<file path="src/rtl/ex_madd_seq_pkg.sv">
// Shared definitions for the EX-stage multiply-accumulate sequencer:
// bus widths, ALU opcodes for the MADD family, FSM state encoding and
// small opcode-decode helpers.
package ex_madd_seq_pkg;

    localparam int RegBusW       = 32;
    localparam int DoubleRegBusW = 64;

    typedef logic [RegBusW-1:0]       RegBus;
    typedef logic [DoubleRegBusW-1:0] DoubleRegBus;
    typedef logic [7:0]               AluOpBus;

    localparam AluOpBus EXE_MADD_OP  = 8'b1010_0110;
    localparam AluOpBus EXE_MADDU_OP = 8'b1010_1000;
    localparam AluOpBus EXE_MSUB_OP  = 8'b1010_1010;
    localparam AluOpBus EXE_MSUBU_OP = 8'b1010_1011;

    typedef enum logic [1:0] {
        MaddIdle = 2'd0,
        MaddLo   = 2'd1,
        MaddHi   = 2'd2,
        MaddDone = 2'd3
    } madd_state_e;

    // True for any of the four multiply-accumulate opcodes.
    function automatic logic is_madd_op(input AluOpBus op);
        return (op == EXE_MADD_OP) || (op == EXE_MADDU_OP) ||
               (op == EXE_MSUB_OP) || (op == EXE_MSUBU_OP);
    endfunction

    // True for the subtracting forms; signedness is already folded into the product.
    function automatic logic is_sub_op(input AluOpBus op);
        return (op == EXE_MSUB_OP) || (op == EXE_MSUBU_OP);
    endfunction

endpackage

</file>
<file path="src/rtl/ex_madd_seq_add32c.sv">
// Combinational 32-bit adder with carry-in and carry-out. One instance is
// time-shared by the sequencer between the low-word and high-word steps.
module ex_add32c
    import ex_madd_seq_pkg::*;
(
    input  logic [RegBusW-1:0] i_a,
    input  logic [RegBusW-1:0] i_b,
    input  logic               i_cin,
    output logic [RegBusW-1:0] o_sum,
    output logic               o_cout
);

    assign {o_cout, o_sum} = {1'b0, i_a} + {1'b0, i_b} + {{RegBusW{1'b0}}, i_cin};

endmodule

</file>
<file path="src/rtl/ex_madd_seq.sv">
// EX-stage multiply-accumulate sequencer (MADD/MADDU/MSUB/MSUBU).
// Adds or subtracts the 64-bit product to/from HI/LO, stalling EX while busy
// and pulsing the HI/LO write enable for one cycle on completion.
//
// Build option MADD_ONECYCLE_EN: when defined, the full 64-bit sum is formed
// in IDLE and the FSM jumps straight to DONE (1 stall cycle). When undefined,
// a single 32-bit adder is used twice, low word then high word (3 stall cycles).
//
// state | meaning
// ------+-----------------------------------------------------------
// IDLE  | waiting for a MADD-family opcode; operands captured on go
// LO    | low-word add, carry registered
// HI    | high-word add with registered carry, result registered
// DONE  | whilo_o high for this single cycle, EX allowed to advance
module ex_madd_seq
    import ex_madd_seq_pkg::*;
(
    input  logic                     clk,
    input  logic                     rst,
    input  logic                     flush_i,
    input  logic [7:0]               aluop_i,
    input  logic [DoubleRegBusW-1:0] mul_i,
    input  logic [RegBusW-1:0]       hi_i,
    input  logic [RegBusW-1:0]       lo_i,
    output logic                     stallreq_o,
    output logic                     whilo_o,
    output logic [RegBusW-1:0]       hi_o,
    output logic [RegBusW-1:0]       lo_o
);

    madd_state_e r_state;
    madd_state_e w_state_nxt;

    logic w_go;
    logic w_sub;
    logic w_stall;
    logic w_capture;
    logic w_commit;

    logic               r_whilo;
    logic [RegBusW-1:0] r_hi_o;
    logic [RegBusW-1:0] r_lo_o;

    assign w_go  = is_madd_op(aluop_i);
    assign w_sub = is_sub_op(aluop_i);

`ifdef MADD_ONECYCLE_EN
    logic [DoubleRegBusW-1:0] w_b64;
    logic [DoubleRegBusW-1:0] w_sum64;

    // Subtraction is addition of the one's complement with carry-in 1.
    assign w_b64   = w_sub ? ~mul_i : mul_i;
    assign w_sum64 = {hi_i, lo_i} + w_b64 + {{(DoubleRegBusW-1){1'b0}}, w_sub};
`else
    logic [DoubleRegBusW-1:0] r_b;
    logic [RegBusW-1:0]       r_hi;
    logic [RegBusW-1:0]       r_lo;
    logic                     r_sub;
    logic                     r_carry;
    logic [RegBusW-1:0]       r_lo_res;

    logic               w_sel_hi;
    logic [RegBusW-1:0] w_add_a;
    logic [RegBusW-1:0] w_add_b;
    logic               w_add_cin;
    logic [RegBusW-1:0] w_add_sum;
    logic               w_add_cout;

    // The adder serves the low word in LO and the high word in HI.
    assign w_sel_hi  = (r_state == MaddHi);
    assign w_add_a   = w_sel_hi ? r_hi : r_lo;
    assign w_add_b   = w_sel_hi ? r_b[DoubleRegBusW-1:RegBusW] : r_b[RegBusW-1:0];
    assign w_add_cin = w_sel_hi ? r_carry : r_sub;

    ex_add32c u_add32c (
        .i_a    (w_add_a),
        .i_b    (w_add_b),
        .i_cin  (w_add_cin),
        .o_sum  (w_add_sum),
        .o_cout (w_add_cout)
    );
`endif

    // State register.
    always_ff @(posedge clk) begin
        if (rst) begin
            r_state <= MaddIdle;
        end else begin
            r_state <= w_state_nxt;
        end
    end

    // Next-state, stall request and capture/commit strobes.
    always_comb begin
        w_state_nxt = r_state;
        w_stall     = 1'b0;
        w_capture   = 1'b0;
        w_commit    = 1'b0;
        unique case (r_state)
            MaddIdle: begin
                w_stall = w_go;
                if (w_go && !flush_i) begin
`ifdef MADD_ONECYCLE_EN
                    w_commit    = 1'b1;
                    w_state_nxt = MaddDone;
`else
                    w_capture   = 1'b1;
                    w_state_nxt = MaddLo;
`endif
                end
            end
`ifndef MADD_ONECYCLE_EN
            MaddLo: begin
                w_stall     = 1'b1;
                w_state_nxt = flush_i ? MaddIdle : MaddHi;
            end
            MaddHi: begin
                w_stall = 1'b1;
                if (flush_i) begin
                    w_state_nxt = MaddIdle;
                end else begin
                    w_commit    = 1'b1;
                    w_state_nxt = MaddDone;
                end
            end
`endif
            MaddDone: begin
                w_state_nxt = MaddIdle;
            end
            default: begin
                w_state_nxt = MaddIdle;
            end
        endcase
        if (rst) begin
            w_stall = 1'b0;
        end
    end

`ifdef MADD_ONECYCLE_EN
    // Result registers; the whole sum is committed straight out of IDLE.
    always_ff @(posedge clk) begin
        if (rst) begin
            r_whilo <= 1'b0;
            r_hi_o  <= '0;
            r_lo_o  <= '0;
        end else begin
            r_whilo <= w_commit;
            if (w_commit) begin
                r_hi_o <= w_sum64[DoubleRegBusW-1:RegBusW];
                r_lo_o <= w_sum64[RegBusW-1:0];
            end
        end
    end

    // The capture strobe has no consumer here; only the two-step build stores operands.
    logic w_unused;
    assign w_unused = w_capture;
`else
    // Operand capture, low-word staging and result commit. The low word is
    // held internally until HI so a flush in LO leaves hi_o/lo_o untouched.
    always_ff @(posedge clk) begin
        if (rst) begin
            r_b      <= '0;
            r_hi     <= '0;
            r_lo     <= '0;
            r_sub    <= 1'b0;
            r_carry  <= 1'b0;
            r_lo_res <= '0;
            r_whilo  <= 1'b0;
            r_hi_o   <= '0;
            r_lo_o   <= '0;
        end else begin
            r_whilo <= w_commit;
            if (w_capture) begin
                r_b   <= w_sub ? ~mul_i : mul_i;
                r_hi  <= hi_i;
                r_lo  <= lo_i;
                r_sub <= w_sub;
            end
            if (r_state == MaddLo) begin
                r_carry  <= w_add_cout;
                r_lo_res <= w_add_sum;
            end
            if (w_commit) begin
                r_hi_o <= w_add_sum;
                r_lo_o <= r_lo_res;
            end
        end
    end
`endif

    assign stallreq_o = w_stall;
    assign whilo_o    = r_whilo;
    assign hi_o       = r_hi_o;
    assign lo_o       = r_lo_o;

endmodule

</file>
<file path="config.mk">
export PLATFORM = sky130hd
export DESIGN_NAME = ex_madd_seq
export DESIGN_NICKNAME = d
export VERILOG_FILES = /design/src/rtl/ex_madd_seq_pkg.sv /design/src/rtl/ex_madd_seq_add32c.sv /design/src/rtl/ex_madd_seq.sv
export SDC_FILE = /design/constraint.sdc
export NUM_CORES = 1
export LEC_CHECK = 0
export BUFFER_PORTS_ARGS = -buffer_cell sky130_fd_sc_hd__buf_2
export CORE_MARGIN = 5
export CORE_UTILIZATION = 35
export CTS_CLUSTER_DIAMETER = 100
export DETAILED_ROUTE_END_ITERATION = 7
export PLACE_DENSITY_LB_ADDON = 0.12
export SETUP_SLACK_MARGIN = 0.05
export SLEW_MARGIN = 30
export SYNTH_ARGS = -nofsm -noshare
export SYNTH_HDL_FRONTEND = slang
export SYNTH_SLANG_ARGS = --single-unit
</file>
<file path="constraint.sdc">
create_clock -name clk -period 5.41 [get_ports clk]
set_input_delay 0.8115 -clock clk [delete_from_list [all_inputs] [get_ports clk]]
set_output_delay 0.8115 -clock clk [all_outputs]
set_load 0.05 [all_outputs]
</file>
==> results of run 1 <==
## path summary, 6_finish.rpt
check | endpoint | cells past startpoint
worst max-delay path | r_lo_res[30] | 13
worst min-delay path | hi_o[18] | 2
worst max register to register | r_lo_res[30] | 13
worst min register to register | hi_o[18] | 2
## worst max-delay path: stages, from the launching register on
cell and delay, ns:
dfxtp_1 0.34, inv_1 0.15, ha_4 0.41, buf_4 0.42, mux2_2 0.39, ha_1 0.37, a21o_1 0.18, a21o_1 0.21
a2111oi_4 0.42, o211ai_2 0.14, a31o_4 0.24, a211oi_4 0.32, o311ai_1 0.17, a311oi_2 0.25
## layer usage
| metal | track usage, % | wire length, um |
|---|---|---|
| met5 | 0 | 0 |
| met4 | 3.083 | 531 |
| met3 | 2.779 | 1326 |
| met2 | 24.63 | 12730 |
| met1 | 27.08 | 17090 |
## sequential cells by signal, indices dropped and copies added, names as in the netlist
name and flops:
r_carry 1, r_lo 32, r_state 2, r_hi 32, r_sub 1, hi_o 32
r_b 64, whilo_o 1, r_lo_res 32, lo_o 32
## cell usage in the layout (no fill, tap or decap), types with 4 or more instances in the layout
cell type  synthesis  routed
clkinv_2           0       4
inv_1             17      17
a21o_1            15      15
nor3_1             9       9
nand3_1           19      19
a21oi_1          146     146
nor2_1           118     117
nand2_1          252     252
o21ai_1           17      17
xnor2_1           79      79
o21ai_0           12      12
ha_1              36      34
mux2_2            62      62
mux2i_1           19      19
clkbuf_8           0       6
buf_2              9     203
a31oi_1            7       7
a211oi_1          76      76
dfxtp_1          229     229
buf_4              0      10
o21a_1             8       8
xor2_1             6       6
o22ai_1            6       6
clkbuf_1          80       5
nand2b_1          10       9
clkbuf_16          0      27
o211ai_1           4       4
nor2b_1            8       7
and3_1             8       8
nand4_1            9       9
or3_1              5       5
## logic make-up after synthesis
| group | after synthesis | share of synthesized area [%] |
|---|---|---|
| buffers and inverters | 115 | 3.975 |
| AOI/OAI and AO/OA | 328 | 18.91 |
| muxes | 81 | 7.973 |
| DFF | 229 | 41.15 |
| xor gates and xnor gates | 85 | 6.682 |
| and+or+nand+nor | 451 | 16.91 |
| adders and majority gates | 38 | 4.402 |
## cell type report
| type | instances | area [um^2] | share of cell area [%] |
|---|---|---|---|
| clock buffer | 38 | 777.0 | 5.839 |
| clock inverter | 8 | 95.09 | 0.7146 |
| inverter | 17 | 63.81 | 0.4795 |
| multi-input combinational | 983 | 6150 | 46.22 |
| sequential | 229 | 4584 | 34.45 |
| tap | 402 | 503.0 | 3.780 |
| timing repair buffer | 216 | 1134 | 8.519 |
## stage by stage
step                utilization [%]  power (uW)  setup slack [ns]  hold slack, ns
floorplan                         -        1864             1.354          0.4313
finish                        42.28        3695             1.286          0.4490
global placement              39.50        1957             1.386          0.4389
CTS                           42.27        3753             1.251          0.4511
detailed placement            39.50        1957             1.282          0.4428
global route                  42.28        3837             1.001          0.4682
## power by group through the flow
stage	clock (uW)	combinational [uW]	sequential (uW)
after global routing	1900	230	1710
final	1780	207	1710
after floorplan	0	120	1740
after detailed placement	0	209	1750
after CTS	1830	210	1710
after global placement	0	209	1750
## cells in the mapped netlist (9+ instances only)
library cell | count | share of area, %
nand2_1 | 252 | 8.5
dfxtp_1 | 229 | 41
a21oi_1 | 146 | 6.6
nor2_1 | 118 | 4.0
clkbuf_1 | 80 | 2.7
xnor2_1 | 79 | 6.2
a211oi_1 | 76 | 5.1
mux2_2 | 62 | 6.3
ha_1 | 36 | 4.0
mux2i_1 | 19 | 1.7
nand3_1 | 19 | 0.85
inv_1 | 17 | 0.57
o21ai_1 | 17 | 0.76
a21o_1 | 15 | 1.0
o21ai_0 | 12 | 0.54
nand2b_1 | 10 | 0.56
buf_1 | 9 | 0.30
buf_2 | 9 | 0.40
nand4_1 | 9 | 0.51
nor3_1 | 9 | 0.40
==> metrics.yaml, run 1 <==
diodes: 0
internal_power_uw: 2874
cts_resized: 0
maxSlewHeadroom_pct: 42.16
cts_made_buffers: 26
status: "complete, no violations"
design_area_um2: 13310
worst_pin_slew_ns: 0.8676
gr-usage-all-layers_pct: 17.15
period_needed_ns: 4.124
synthCells: 1327
worstPathArrival_ns: 4.56
synth_cell_types: 63
synthFlopType: "dfxtp_1"
r2r_slack_ns: 1.29
place_inst: 1847
rows: 65
grt_start_max_net_pins: 125
viasPerCell: 4.955
crit_path_max_fanout: 29
port-buffer-count: 204
synth-async-reset-ratio_pct: 0
start_kind: "flop"
routed_wl_um: 31680
cts_tree: "yes"
layout-drive-gt1-share_pct: 22.40
vias: 9379
critPathKind: "reg2reg"
clk_pin_slew_ns: 0.06
grt-ovfl-total: 0
grt_pass1_vias: 9131
syn_area_per_cell_um2: 8.396
fmax_mhz: 242.5
power.density_nw_per_um2: 277.7
fin_nets: 1650
core_um2: 31470
dieWidth_um: 188.4
report.final.slew_viol_count: 0
clk_latency_ns: 0.52
areaGrowthSynthToFinish_pct: 19.43
drc: 0
ctsRootBufferMaster: "clkbuf_16"
placed_area_um2: 12430
cts_hold_buf: 0
yosysWarningCount: 0
wire_per_inst_um: 16.74
worstPathRequired_ns: 5.85
cp-startpoint: "r_state[0]"
synth_nets: 1504
fin_crit_sh_pct: 76.22
switching_power_uw: 820.3
clock_sinks: 229
start_util_pct: 35.40
hp-class: "reg2reg"
grt_first_pass_wirelength_um: 50270
nFillCells: 3260
ys_ff_latch: 229
die_area_um2: 35500
drtIter0Drc: 395
swShare_pct: 22.20
fin_cells: 1893
power.share.sequential_pct: 46.3
ctsLongestPathBuffers: 3
drt-pass1-iter-count: 4
antenna_found_initial: 0
ant_nets: 0
io_pins: 205
finalHoldViolCount: 0
synth_edf_count: 0
rsz0062_at_grt: "no"
ir_drop_uv: 232.9
combPwrFrac_pct: 5.6
p_leak_uw: 0.005112
hold_start: "hi_o[18]"
pwr-share-clk_pct: 48.1
dp_hpwl_um: 23160
cap_viol_max_count: 0
fin_setup_tns_ns: 0
h-tree-depth: 1
cts_setup_buffers: 0
synth_area_um2: 11140
r2r_start: "r_state[0]"
end_kind: "flop"
skew_ns: 0.01407
ys_seq_area_share_pct: 41.15
gp_congestion: 0.8156
setup_viol: 0
die_h_um: 188.4
No activity file was read; power rests on OpenSTA's default activity.
==> run 2, diff against run 1 <==
--- a/config.mk
+++ b/config.mk
@@ -5,6 +5,7 @@
 export SDC_FILE = /design/constraint.sdc
 export NUM_CORES = 1
 export LEC_CHECK = 0
+export ABC_AREA = 1
 export BUFFER_PORTS_ARGS = -buffer_cell sky130_fd_sc_hd__buf_2
 export CORE_MARGIN = 5
 export CORE_UTILIZATION = 35
==> constraint.sdc (replaced) <==
create_clock -name clk -period 4.3 [get_ports clk]
set_input_delay 0.645 -clock clk [delete_from_list [all_inputs] [get_ports clk]]
set_output_delay 0.645 -clock clk [all_outputs]
set_load 0.05 [all_outputs]
==> run 2 against run 1 <==
  * Sequential cell count stayed put
  * Cell count is 30% higher
  * Routed wire length is 16% higher
  * Non-clock buffer count is 3 higher
  * Critical endpoint is now r_lo_res[24]
  * Largest cell class unchanged
==> metrics.yaml, run 2 <==
setup_viol: 0  # unchanged
report.final.slew_viol_count: 0  # unchanged
io_pins: 205  # unchanged
hp-class: "in2reg"
ys_seq_area_share_pct: 38.13  # -3.0 points
status: "complete, no violations"
synth-async-reset-ratio_pct: 0  # unchanged
start_kind: "flop"
fin_nets: 2176  # +32%
start_util_pct: 35.68  # +0.28 points
cts_tree: "yes"
hold_path_end: "r_hi[30]"
yosys.cell_count.top_type: "nand2_1"
largest_reg_flops: 64  # unchanged
areaGrowthSynthToFinish_pct: 18.33
gp_congestion: 0.8706  # +6.7%
nFillCells: 3730  # +14%
grt_pass1_vias: 10970  # +20%
core_um2: 33700  # +7.1%
grt-ovfl-total: 0  # unchanged
vias: 11400  # +22%
fin_setup_tns_ns: 0  # unchanged
skew_ns: 0.01145  # -0.002627 ns
synth_area_um2: 12020  # +7.9%
cts_resized: 0  # unchanged
rows: 67  # +3.1%
dieWidth_um: 195.4  # +3.7%
maxSlewHeadroom_pct: 42.59  # +0.43 points
setup_ws_ns: 1.120  # -0.1669 ns
clk_pin_slew_ns: 0.06  # about the same
grt_first_pass_wirelength_um: 59080  # +18%
fmax_mhz: 314.4  # +30%
rsz0062_at_grt: "no"
regToRegEndpoint: "r_lo_res[24]"
drt-pass1-iter-count: 5  # +1
synth_nets: 2022  # +34%
r2r_slack_ns: 1.12  # -0.17 ns
reg2reg_depth: 19  # +6
p_leak_uw: 0.006927  # +36%
clock_sinks: 229  # unchanged
antenna_found_initial: 0  # unchanged
cts_hold_buf: 0  # unchanged
synthCells: 1845  # +39%
synth_commonest_cells: "nand2_1, dfxtp_1, a21oi_1"
cts_made_buffers: 27  # +3.8%
wire_per_inst_um: 14.86  # -11%
dp_slack_ns: 1.110  # -0.1724 ns
layout-drive-gt1-share_pct: 13.14  # -9.3 points
swShare_pct: 22.67  # +0.47 points
critPathKind: "reg2reg"
combPwrFrac_pct: 6.6  # +1.0 points
regMostFlops: "r_b"
yosysTopAreaCell: "dfxtp_1"
gr-usage-all-layers_pct: 18.70  # +1.6 points
fin_crit_sh_pct: 73.96  # -2.3 points
ys_ff_latch: 229  # unchanged
routed_wl_um: 36620  # +16%
synth.top_cell.area_share_pct: 38.13  # -3.0 points
period_needed_ns: 3.180  # -0.9431 ns
power.density_nw_per_um2: 342.5  # +23%
power.share.sequential_pct: 44.8  # -1.5 points
synth_area_leaders: "dfxtp_1, nand2_1, a21oi_1"
pwr-share-clk_pct: 48.5  # +0.4 points
clk_latency_ns: 0.54  # +0.02 ns
synth_cell_types: 30  # -52%
cap_viol_max_count: 0  # unchanged
worstPathArrival_ns: 3.61  # -0.95 ns
drc: 0  # unchanged
synthFlopType: "dfxtp_1"
worstPathRequired_ns: 4.73  # -1.12 ns
yosysWarningCount: 0  # unchanged
h-tree-depth: 1  # unchanged
die_area_um2: 38160  # +7.5%
crit_path_max_fanout: 66  # +130%
finalHoldViolCount: 0  # unchanged
final_cell_mix: "nand2_1, dfxtp_1, a21oi_1, inv_1, buf_2"
syn_area_per_cell_um2: 6.517  # -22%
grt_start_max_net_pins: 108  # -14%
ant_nets: 0  # unchanged
synth_edf_count: 0  # unchanged
cts_setup_buffers: 0  # unchanged
worst_pin_slew_ns: 0.8612  # -0.006411 ns
port-buffer-count: 204  # unchanged
drtIter0Drc: 606  # +53%
hold_start: "hi_i[30]"
hold_depth: 3  # +1
final_common_cell: "nand2_1"
diodes: 0  # unchanged
dp_hpwl_um: 27450  # +19%
ir_drop_uv: 247.1  # +6.1%
viasPerCell: 4.626  # -6.6%
end_kind: "flop"
internal_power_uw: 3769  # +31%
r2r_start: "r_state[0]"
die_h_um: 195.4  # +3.7%
switching_power_uw: 1105  # +35%
ctsRootBufferMaster: "clkbuf_16"
ctsLongestPathBuffers: 3  # unchanged
==> run 2: area by class of cell <==
cell class | instances | area, um^2 | share of cell area, %
inverter | 210 | 789.5 | 5.549
clock inverter | 9 | 151.4 | 1.064
clock buffer | 38 | 767.0 | 5.390
multi-input combinational | 1312 | 6195 | 43.54
timing repair buffer | 219 | 1181 | 8.301
tap | 448 | 560.5 | 3.940
sequential | 229 | 4584 | 32.22
==> run 2: through the flow <==
step,hold WS (ns),std cells,power [uW],cell area (um^2),utilization [%]
finish,0.3549,2465,4874,14230,42.22
global route,0.3438,2465,5060,14230,42.22
CTS,0.3281,2465,4932,14230,42.22
detailed placement,0.4452,2418,2557,13310,39.50
global placement,0.4414,2418,2556,13310,39.49
floorplan,0.4297,1845,2421,12020,-
==> run 2: worst max-delay path by stage <==
stage / startpoint / to / slack [ns] / cells past startpoint
after floorplan: aluop_i[3] / stallreq_o / 1.37 / 6
after global placement: r_state[0] / hi_o[20] / 1.20 / 18
after detailed placement: r_state[0] / hi_o[20] / 1.11 / 18
after CTS: r_state[0] / hi_o[20] / 1.09 / 19
after global routing: r_state[0] / r_lo_res[20] / 0.77 / 19
final: r_state[0] / r_lo_res[24] / 1.12 / 19
==> run 2: logic make-up after synthesis <==
| logic type | synth area share (%) |
|---|---|
| AOI/OAI and AO/OA | 11.99 |
| DFF | 38.13 |
| and+or+nand+nor | 29.46 |
| muxes | 0.1665 |
| xor gates and xnor gates | 5.682 |
| buffers and inverters | 10.50 |
| adders and majority gates | 4.079 |
==> run 2: power by group through the flow <==
stage | Sequential (uW) | Combinational (uW) | Clock (uW)
2_1_floorplan | 2230 | 190 | 0
3_3_place_gp | 2230 | 325 | 0
3_5_place_dp | 2230 | 325 | 0
4_1_cts | 2190 | 327 | 2420
5_1_grt | 2190 | 368 | 2500
6_report | 2190 | 324 | 2360
==> run 2: worst max-delay path, cell delays in order (launching register included) <==
cell,delay [ns]
dfxtp_1,0.39
inv_1,0.10
ha_2,0.30
inv_2,0.10
buf_12,0.27
nand2_1,0.08
o21ai_0,0.10
fa_1,0.20
inv_1,0.07
fa_1,0.44
nand3_1,0.11
nand3_1,0.15
nand2_1,0.13
nand2_1,0.09
nand2_1,0.09
nand3_1,0.11
nand2_1,0.10
nand3_1,0.11
nand2_1,0.08
inv_1,0.04
==> run 2: per-layer routing <==
| metal | share of wire (%) | GRT usage [%] |
|---|---|---|
| met5 | 0 | 0 |
| met4 | 2.2 | 4.138 |
| met3 | 5.1 | 2.981 |
| met2 | 41 | 28.14 |
| met1 | 51 | 28.14 |
